$ cat config.mk
export PLATFORM = sky130hd
export DESIGN_NAME = wb_write_arbiter_flat
export DESIGN_NICKNAME = d
export VERILOG_FILES = /design/src/rtl/wb_write_arbiter_pkg.sv /design/src/rtl/wb_write_arbiter_if.sv /design/src/rtl/wb_write_arbiter_md_fifo.sv /design/src/rtl/wb_write_arbiter.sv /design/src/flat_wrapper.sv
export SDC_FILE = /design/constraint.sdc
export NUM_CORES = 1
export LEC_CHECK = 0
export CORE_MARGIN = 1.5
export CORE_UTILIZATION = 45
export CTS_CLUSTER_DIAMETER = 50
export DETAILED_ROUTE_END_ITERATION = 8
export PLACE_DENSITY = 0.75
export SETUP_SLACK_MARGIN = 0.02
export SYNTH_ARGS = -nofsm -noshare
export SYNTH_HDL_FRONTEND = slang
export SYNTH_SLANG_ARGS = --single-unit
$ cat constraint.sdc
create_clock -name clk -period 3 [get_ports clk]
set_clock_uncertainty 0.15 [all_clocks]
set_input_delay 0.6 -clock clk [delete_from_list [all_inputs] [get_ports clk]]
set_output_delay 0.6 -clock clk [all_outputs]
set_load 0.1 [all_outputs]
$ cat src/rtl/wb_write_arbiter_pkg.sv
// mips_pkg: shared register-file widths, zero-register constant and write bundle.
package mips_pkg;
  localparam int DATA_W = 32;
  localparam int REG_AW = 5;
  localparam logic [REG_AW-1:0] REG_ZERO = '0;
  typedef struct packed {
    logic [REG_AW-1:0] addr;
    logic [DATA_W-1:0] data;
  } wb_req_t;
endpackage

$ cat src/rtl/wb_write_arbiter_if.sv
// wb_write_arbiter_if: WB-stage, mul/div result channel and register-file write port bundle.
interface wb_write_arbiter_if #(
  parameter int DATA_W     = mips_pkg::DATA_W,
  parameter int REG_AW     = mips_pkg::REG_AW,
  parameter int FIFO_DEPTH = 2
);
  logic                          wb_RegWrite;
  logic [REG_AW-1:0]             wb_write_reg;
  logic                          MemtoReg;
  logic [DATA_W-1:0]             mem_Read_data;
  logic [DATA_W-1:0]             mem_ALU_result;
  logic                          md_valid;
  logic                          md_ready;
  logic [REG_AW-1:0]             md_write_reg;
  logic [DATA_W-1:0]             md_result;
  logic                          rf_we;
  logic [REG_AW-1:0]             rf_waddr;
  logic [DATA_W-1:0]             rf_wdata;
  logic                          pipe_stall;
  logic [$clog2(FIFO_DEPTH):0]   md_pending;
  modport master (
    output wb_RegWrite, wb_write_reg, MemtoReg, mem_Read_data, mem_ALU_result,
    output md_valid, md_write_reg, md_result,
    input  md_ready, rf_we, rf_waddr, rf_wdata, pipe_stall, md_pending
  );
  modport slave (
    input  wb_RegWrite, wb_write_reg, MemtoReg, mem_Read_data, mem_ALU_result,
    input  md_valid, md_write_reg, md_result,
    output md_ready, rf_we, rf_waddr, rf_wdata, pipe_stall, md_pending
  );
endinterface

$ cat src/rtl/wb_write_arbiter_md_fifo.sv
// wb_md_fifo: small synchronous FIFO buffering mul/div {addr, data} results.
module wb_md_fifo #(
  parameter int W     = 37,
  parameter int DEPTH = 2
) (
  input  logic                    clk,
  input  logic                    rst_n,
  input  logic                    push,
  input  logic                    pop,
  input  logic [W-1:0]            din,
  output logic [W-1:0]            dout,
  output logic                    full,
  output logic                    empty,
  output logic [$clog2(DEPTH):0]  count
);
  localparam int AW = $clog2(DEPTH);
  logic [W-1:0]  mem [DEPTH];
  logic [AW-1:0] wp, rp;
  assign dout  = mem[rp];
  assign full  = count == (AW+1)'(DEPTH);
  assign empty = count == '0;
  always_ff @(posedge clk) if (push) mem[wp] <= din;
  always_ff @(posedge clk or negedge rst_n)
    if (!rst_n) begin
      wp    <= '0;
      rp    <= '0;
      count <= '0;
    end else begin
      wp    <= wp + AW'(push);
      rp    <= rp + AW'(pop);
      count <= count + (AW+1)'(push) - (AW+1)'(pop);
    end
endmodule

$ cat src/rtl/wb_write_arbiter.sv
// wb_write_arbiter: shares the register-file write port between WB and mul/div results.
module wb_write_arbiter #(
  parameter int DATA_W       = mips_pkg::DATA_W,
  parameter int REG_AW       = mips_pkg::REG_AW,
  parameter int FIFO_DEPTH   = 2,
  parameter int STARVE_LIMIT = 8
) (
  input logic               clk,
  input logic               rst_n,
  wb_write_arbiter_if.slave bus
);
  localparam int AGW = $clog2(STARVE_LIMIT + 1);
  localparam logic [REG_AW-1:0] ZERO = REG_AW'(mips_pkg::REG_ZERO);
  typedef struct packed {
    logic [REG_AW-1:0] addr;
    logic [DATA_W-1:0] data;
  } req_t;
  req_t           head, pipe_req, md_req, win;
  logic           full, empty, push, pop, bypass, we_n;
  logic           pipe_ok, md_ok, xfer, stall;
  logic [AGW-1:0] age;
  assign stall          = age == AGW'(STARVE_LIMIT);
  assign bus.pipe_stall = stall;
  assign bus.md_ready   = rst_n && !full;
  assign xfer           = bus.md_valid && bus.md_ready;
  assign pipe_ok        = bus.wb_RegWrite && bus.wb_write_reg != ZERO;
  assign md_ok          = xfer && bus.md_write_reg != ZERO;
  assign pipe_req       = '{addr: bus.wb_write_reg,
                            data: bus.MemtoReg ? bus.mem_Read_data : bus.mem_ALU_result};
  assign md_req         = '{addr: bus.md_write_reg, data: bus.md_result};
  // a forced drain outranks the pipeline; register-0 writes never claim the port
  always_comb begin
    pop    = !empty && (stall || !pipe_ok);
    bypass = empty && !pipe_ok && md_ok;
    push   = md_ok && !bypass;
    we_n   = pop || bypass || (pipe_ok && !stall);
    win    = (stall || !pipe_ok) ? (empty ? md_req : head) : pipe_req;
  end
  wb_md_fifo #(.W(REG_AW + DATA_W), .DEPTH(FIFO_DEPTH)) u_fifo (
    .clk   (clk),
    .rst_n (rst_n),
    .push  (push),
    .pop   (pop),
    .din   (md_req),
    .dout  (head),
    .full  (full),
    .empty (empty),
    .count (bus.md_pending)
  );
  always_ff @(posedge clk or negedge rst_n)
    if (!rst_n) age <= '0;
    else        age <= (empty || pop) ? '0 : stall ? age : age + 1'b1;
  always_ff @(posedge clk or negedge rst_n)
    if (!rst_n) begin
      bus.rf_we    <= 1'b0;
      bus.rf_waddr <= '0;
      bus.rf_wdata <= '0;
    end else begin
      bus.rf_we <= we_n;
      if (we_n) {bus.rf_waddr, bus.rf_wdata} <= win;
    end
endmodule

$ cat src/flat_wrapper.sv
// flat-port wrapper written by rule: the top's interface ports become plain ports
module wb_write_arbiter_flat 
#(
  parameter int DATA_W       = mips_pkg::DATA_W,
  parameter int REG_AW       = mips_pkg::REG_AW,
  parameter int FIFO_DEPTH   = 2,
  parameter int STARVE_LIMIT = 8
)
  (clk, rst_n, bus_wb_RegWrite, bus_wb_write_reg, bus_MemtoReg, bus_mem_Read_data, bus_mem_ALU_result, bus_md_valid, bus_md_write_reg, bus_md_result, bus_md_ready, bus_rf_we, bus_rf_waddr, bus_rf_wdata, bus_pipe_stall, bus_md_pending);
  wb_write_arbiter_if #(.DATA_W(DATA_W), .REG_AW(REG_AW), .FIFO_DEPTH(FIFO_DEPTH)) bus_i ();
  input logic clk;
  input logic rst_n;
  input wire logic [$bits(bus_i.wb_RegWrite)-1:0] bus_wb_RegWrite;
  input wire logic [$bits(bus_i.wb_write_reg)-1:0] bus_wb_write_reg;
  input wire logic [$bits(bus_i.MemtoReg)-1:0] bus_MemtoReg;
  input wire logic [$bits(bus_i.mem_Read_data)-1:0] bus_mem_Read_data;
  input wire logic [$bits(bus_i.mem_ALU_result)-1:0] bus_mem_ALU_result;
  input wire logic [$bits(bus_i.md_valid)-1:0] bus_md_valid;
  input wire logic [$bits(bus_i.md_write_reg)-1:0] bus_md_write_reg;
  input wire logic [$bits(bus_i.md_result)-1:0] bus_md_result;
  output wire logic [$bits(bus_i.md_ready)-1:0] bus_md_ready;
  output wire logic [$bits(bus_i.rf_we)-1:0] bus_rf_we;
  output wire logic [$bits(bus_i.rf_waddr)-1:0] bus_rf_waddr;
  output wire logic [$bits(bus_i.rf_wdata)-1:0] bus_rf_wdata;
  output wire logic [$bits(bus_i.pipe_stall)-1:0] bus_pipe_stall;
  output wire logic [$bits(bus_i.md_pending)-1:0] bus_md_pending;
  assign bus_i.wb_RegWrite = bus_wb_RegWrite;
  assign bus_i.wb_write_reg = bus_wb_write_reg;
  assign bus_i.MemtoReg = bus_MemtoReg;
  assign bus_i.mem_Read_data = bus_mem_Read_data;
  assign bus_i.mem_ALU_result = bus_mem_ALU_result;
  assign bus_i.md_valid = bus_md_valid;
  assign bus_i.md_write_reg = bus_md_write_reg;
  assign bus_i.md_result = bus_md_result;
  assign bus_md_ready = bus_i.md_ready;
  assign bus_rf_we = bus_i.rf_we;
  assign bus_rf_waddr = bus_i.rf_waddr;
  assign bus_rf_wdata = bus_i.rf_wdata;
  assign bus_pipe_stall = bus_i.pipe_stall;
  assign bus_md_pending = bus_i.md_pending;
  wb_write_arbiter #(.DATA_W(DATA_W), .REG_AW(REG_AW), .FIFO_DEPTH(FIFO_DEPTH), .STARVE_LIMIT(STARVE_LIMIT)) u_core (.clk(clk), .rst_n(rst_n), .bus(bus_i));
endmodule
==> implementation parameters <==
Parameter                              Value

CTS
  Post-CTS setup repair buffer count    0
  PostCTS Resize Cnt    0
  Number of CTS-inserted buffers    17
  Sink count of the clock tree    120
  Clock-pin slew of the registers on the worst-case setup and hold paths    around 0.050 ns
  CTS tree    yes
  Worst-skew pair later-pin latency    a little over 0.4 ns
  Number of H-tree branching levels    4
  Maximum count of clock buffers along a single path    2
  Root buffer selected by CTS    clkbuf_16
  Hold buffer count at CTS    0

Timing
  TNS Setup    0 ns
  Post-route setup slack    ~0.36 ns
  Total setup violations reported at the end of the flow    0
  Final hold vios    0
  Top achievable clock speed    around 380 MHz
  Max Slew Vio Count    0
  Transition at the pin with the smallest max-transition slack    0.656 ns
  Clock period minus final worst setup slack    2.64 ns
  Final worst path period share    88.0%
  Max-slew headroom    56.2%
  RSZ-0062 raised after global routing    false

Detailed routing
  Drt initial violations    151
  Routed length per instance    roughly 17 um
  Residual DRC count    0
  Wire length reported by the detailed router    ~13000 um
  First drt pass iteration count    4
  Via-per-instance ratio    5.21
  Detail Route Antenna Nets    0
  Routed vias    a little under 4000

Global routing
  GR Util met3    6.03%
  Grt peak-use layer    met2
  Global route overflow    0
  Via count of the first global-routing pass    just over 4000
  Wire length of the first global-routing pass    just over 20000 um
  Initial antenna violation count    0
  Met1 Track Usage GR    about a quarter
  Global-route usage over all layers    approximately a fifth
  Met2 Use GR    roughly a third
  Pin count of the biggest net entering global routing    56

Synth
  Yosys warnings    0
  Post-Syn Area per Cell    between 10 and 15 sq um
  Prevailing post-synth register cell    edfxtp_1
  Yosys top cell by area    edfxtp_1
  Largest cells by area after synthesis    edfxtp_1, dfrtp_1, mux2i_1, mux2_2, a211oi_1
  Post-Synthesis Net Count    526
  #FFs+latches synth    120
  Dominant cell by count in the synthesized netlist    edfxtp_1
  Share of async-settable or async-resettable flops after synthesis    between 30% and 40%
  Top-area cell type share of the netlist area    39.8%
  Sequential-to-total area share from yosys stat    between 60% and 70%
  Post-synthesis cell type count    30
  Synth cell count leaders    edfxtp_1, mux2i_1, dfrtp_1, nor2_1, a21oi_1
  Combined area of all synthesized cells    between 5000 and 6000 sq um
  Synthesized netlist cell count    409
  Number of synthesized flops with an enable pin    74

Floorplanning
  Area of the core    roughly 12000 sq um
  Die Ht    about 110 um
  Starting Density    a little under half
  Die footprint    about 13000 sq um
  Top-level port count    ~150
  Die X-Extent    roughly 110 um
  Rows    40

Job
  Max Cap Viol    0

Worst setup path
  Max Fanout on Critical Path    3
  Standard cell with the maximum stage delay on the critical path    or4_4
  Crit path kind    input port to flip-flop
  Critical path capture point type    flip-flop
  Cell breakdown of the critical path    clkdlybuf4s50_1 -> or4_4 -> o21ai_0 -> nand2_1 -> nand2_1 -> ha_1 -> inv_1 -> ha_1 -> xnor2_1 -> xnor2_1
  Data required time of the critical path    roughly 3.2 ns
  Worst path arrival time    around 2.8 ns
  Longest individual stage delay on the worst path    approximately 0.56 ns
  Startpoint type of the worst setup path    input port

Placement
  Pre-CTS setup slack    -0.0407 ns
  Total of buffers placed on input and output ports    roughly 150
  DP Wirelength    between 8000 and 9000 um
  Routability-driven placement congestion ratio    0.780
  Placed Cells    slightly above 700

Layout
  Fill cell instance count of the final layout    just over 900
  Syn-to-layout area delta    42.2%
  Non-filler instance count after layout    755
  Area of the multi-input gates    2050 sq um
  Share of cells above drive strength 1    23.9%
  Number of antenna repair diodes    0
  Fin nets    691
  Flip-flop and latch area    3380 sq um
  Util after Layout    between 60% and 70%

Status
  Run status    completed

Power and ir drop
  Max rail drop VDD    1.04 mV
  Power, Total    8520 uW
  Power density over the cells    between 1000 and 1500 nW/um^2
  Cell leakage power    about 0.0032 uW

Worst hold path
  Type of the worst min-delay path    input port to async pin
cell families (layout without fill, tap and decap cells):
logic type | Yosys count | after routing | share of synthesized area [%]
adders and majority gates | 6 | 6 | 1.34
AOI/OAI and AO/OA | 80 | 80 | 9.66
DFF | 120 | 120 | 60.4
muxes | 106 | 106 | 20.3
xor gates and xnor gates | 5 | 5 | 0.785
buffers and inverters | 37 | 215 | 3.36
and+or+nand+nor | 55 | 55 | 4.12
registers in the layout, indices dropped and copies added, names as in the netlist:
name and count:
u_core.bus.rf_wdata 32, u_core.bus.rf_we 1, u_core.u_fifo.wp 1, u_core.u_fifo.count 2, u_core.u_fifo.mem 74, u_core.age 4, u_core.bus.rf_waddr 5, u_core.u_fifo.rp 1
power breakdown:
group	internal (uW)	switching, uW
combinational	1190	2850
clock	1400	668
sequential	2170	234
path summary, 6_finish.rpt:
check / cells after the start / endpoint / start / slack (ns)
max: 10 / u_core.u_fifo.count[1] / bus_wb_write_reg[1] / 0.36
min: 2 / u_core.age[3] / rst_n / 0.20
max reg2reg: 6 / u_core.bus.rf_wdata[9] / u_core.u_fifo.count[1] / 0.80
min reg2reg: 1 / u_core.bus.rf_wdata[5] / u_core.bus.rf_wdata[5] / 0.34
max in group asynchronous: 2 / u_core.u_fifo.rp / rst_n / 2.03
min in group clk: 1 / u_core.bus.rf_wdata[5] / u_core.bus.rf_wdata[5] / 0.34
routing by layer:
metal | vias to the layer above | routed length, um
li1 | 1861 | -
met1 | 1924 | 5540
met2 | 133 | 6310
met3 | 15 | 828
met4 | 0 | 166
met5 | - | 0
cell usage in the layout (no fill, tap or decap), types with 8 or more instances in the layout:
cell	Yosys	routed
mux2i_1	69	69
a21oi_1	37	37
edfxtp_1	74	74
buf_4	1	57
nor2_1	39	38
clkdlybuf4s50_1	0	108
inv_1	9	9
a211oi_1	25	25
clkbuf_16	0	17
dfrtp_1	46	44
nand2_1	8	8
mux2_2	25	25
stage by stage:
step / hold slack, ns / area [sq um]
floorplan: 0.154 / 5600
finish: 0.198 / 7940
global route: 0.265 / 7940
detailed placement: 0.333 / 7330
CTS: 0.229 / 7940
global placement: 0.320 / 7330
cell type report:
class,count,area share (%)
clock buffer,22,5.72
clock inverter,10,1.89
inverter,9,0.426
multi-input combinational,252,25.9
sequential,120,42.5
tap,168,2.65
timing repair buffer,174,20.9
critical path: cells and delay by family:
kind / cells / cell delay [ns]
compound gates: 1 / 0.31
buf+inv: 2 / 0.50
simple gates: 3 / 0.75
fa+ha+maj: 2 / 0.38
xor+xnor: 2 / 0.27
(Power assumes the default switching activity.)
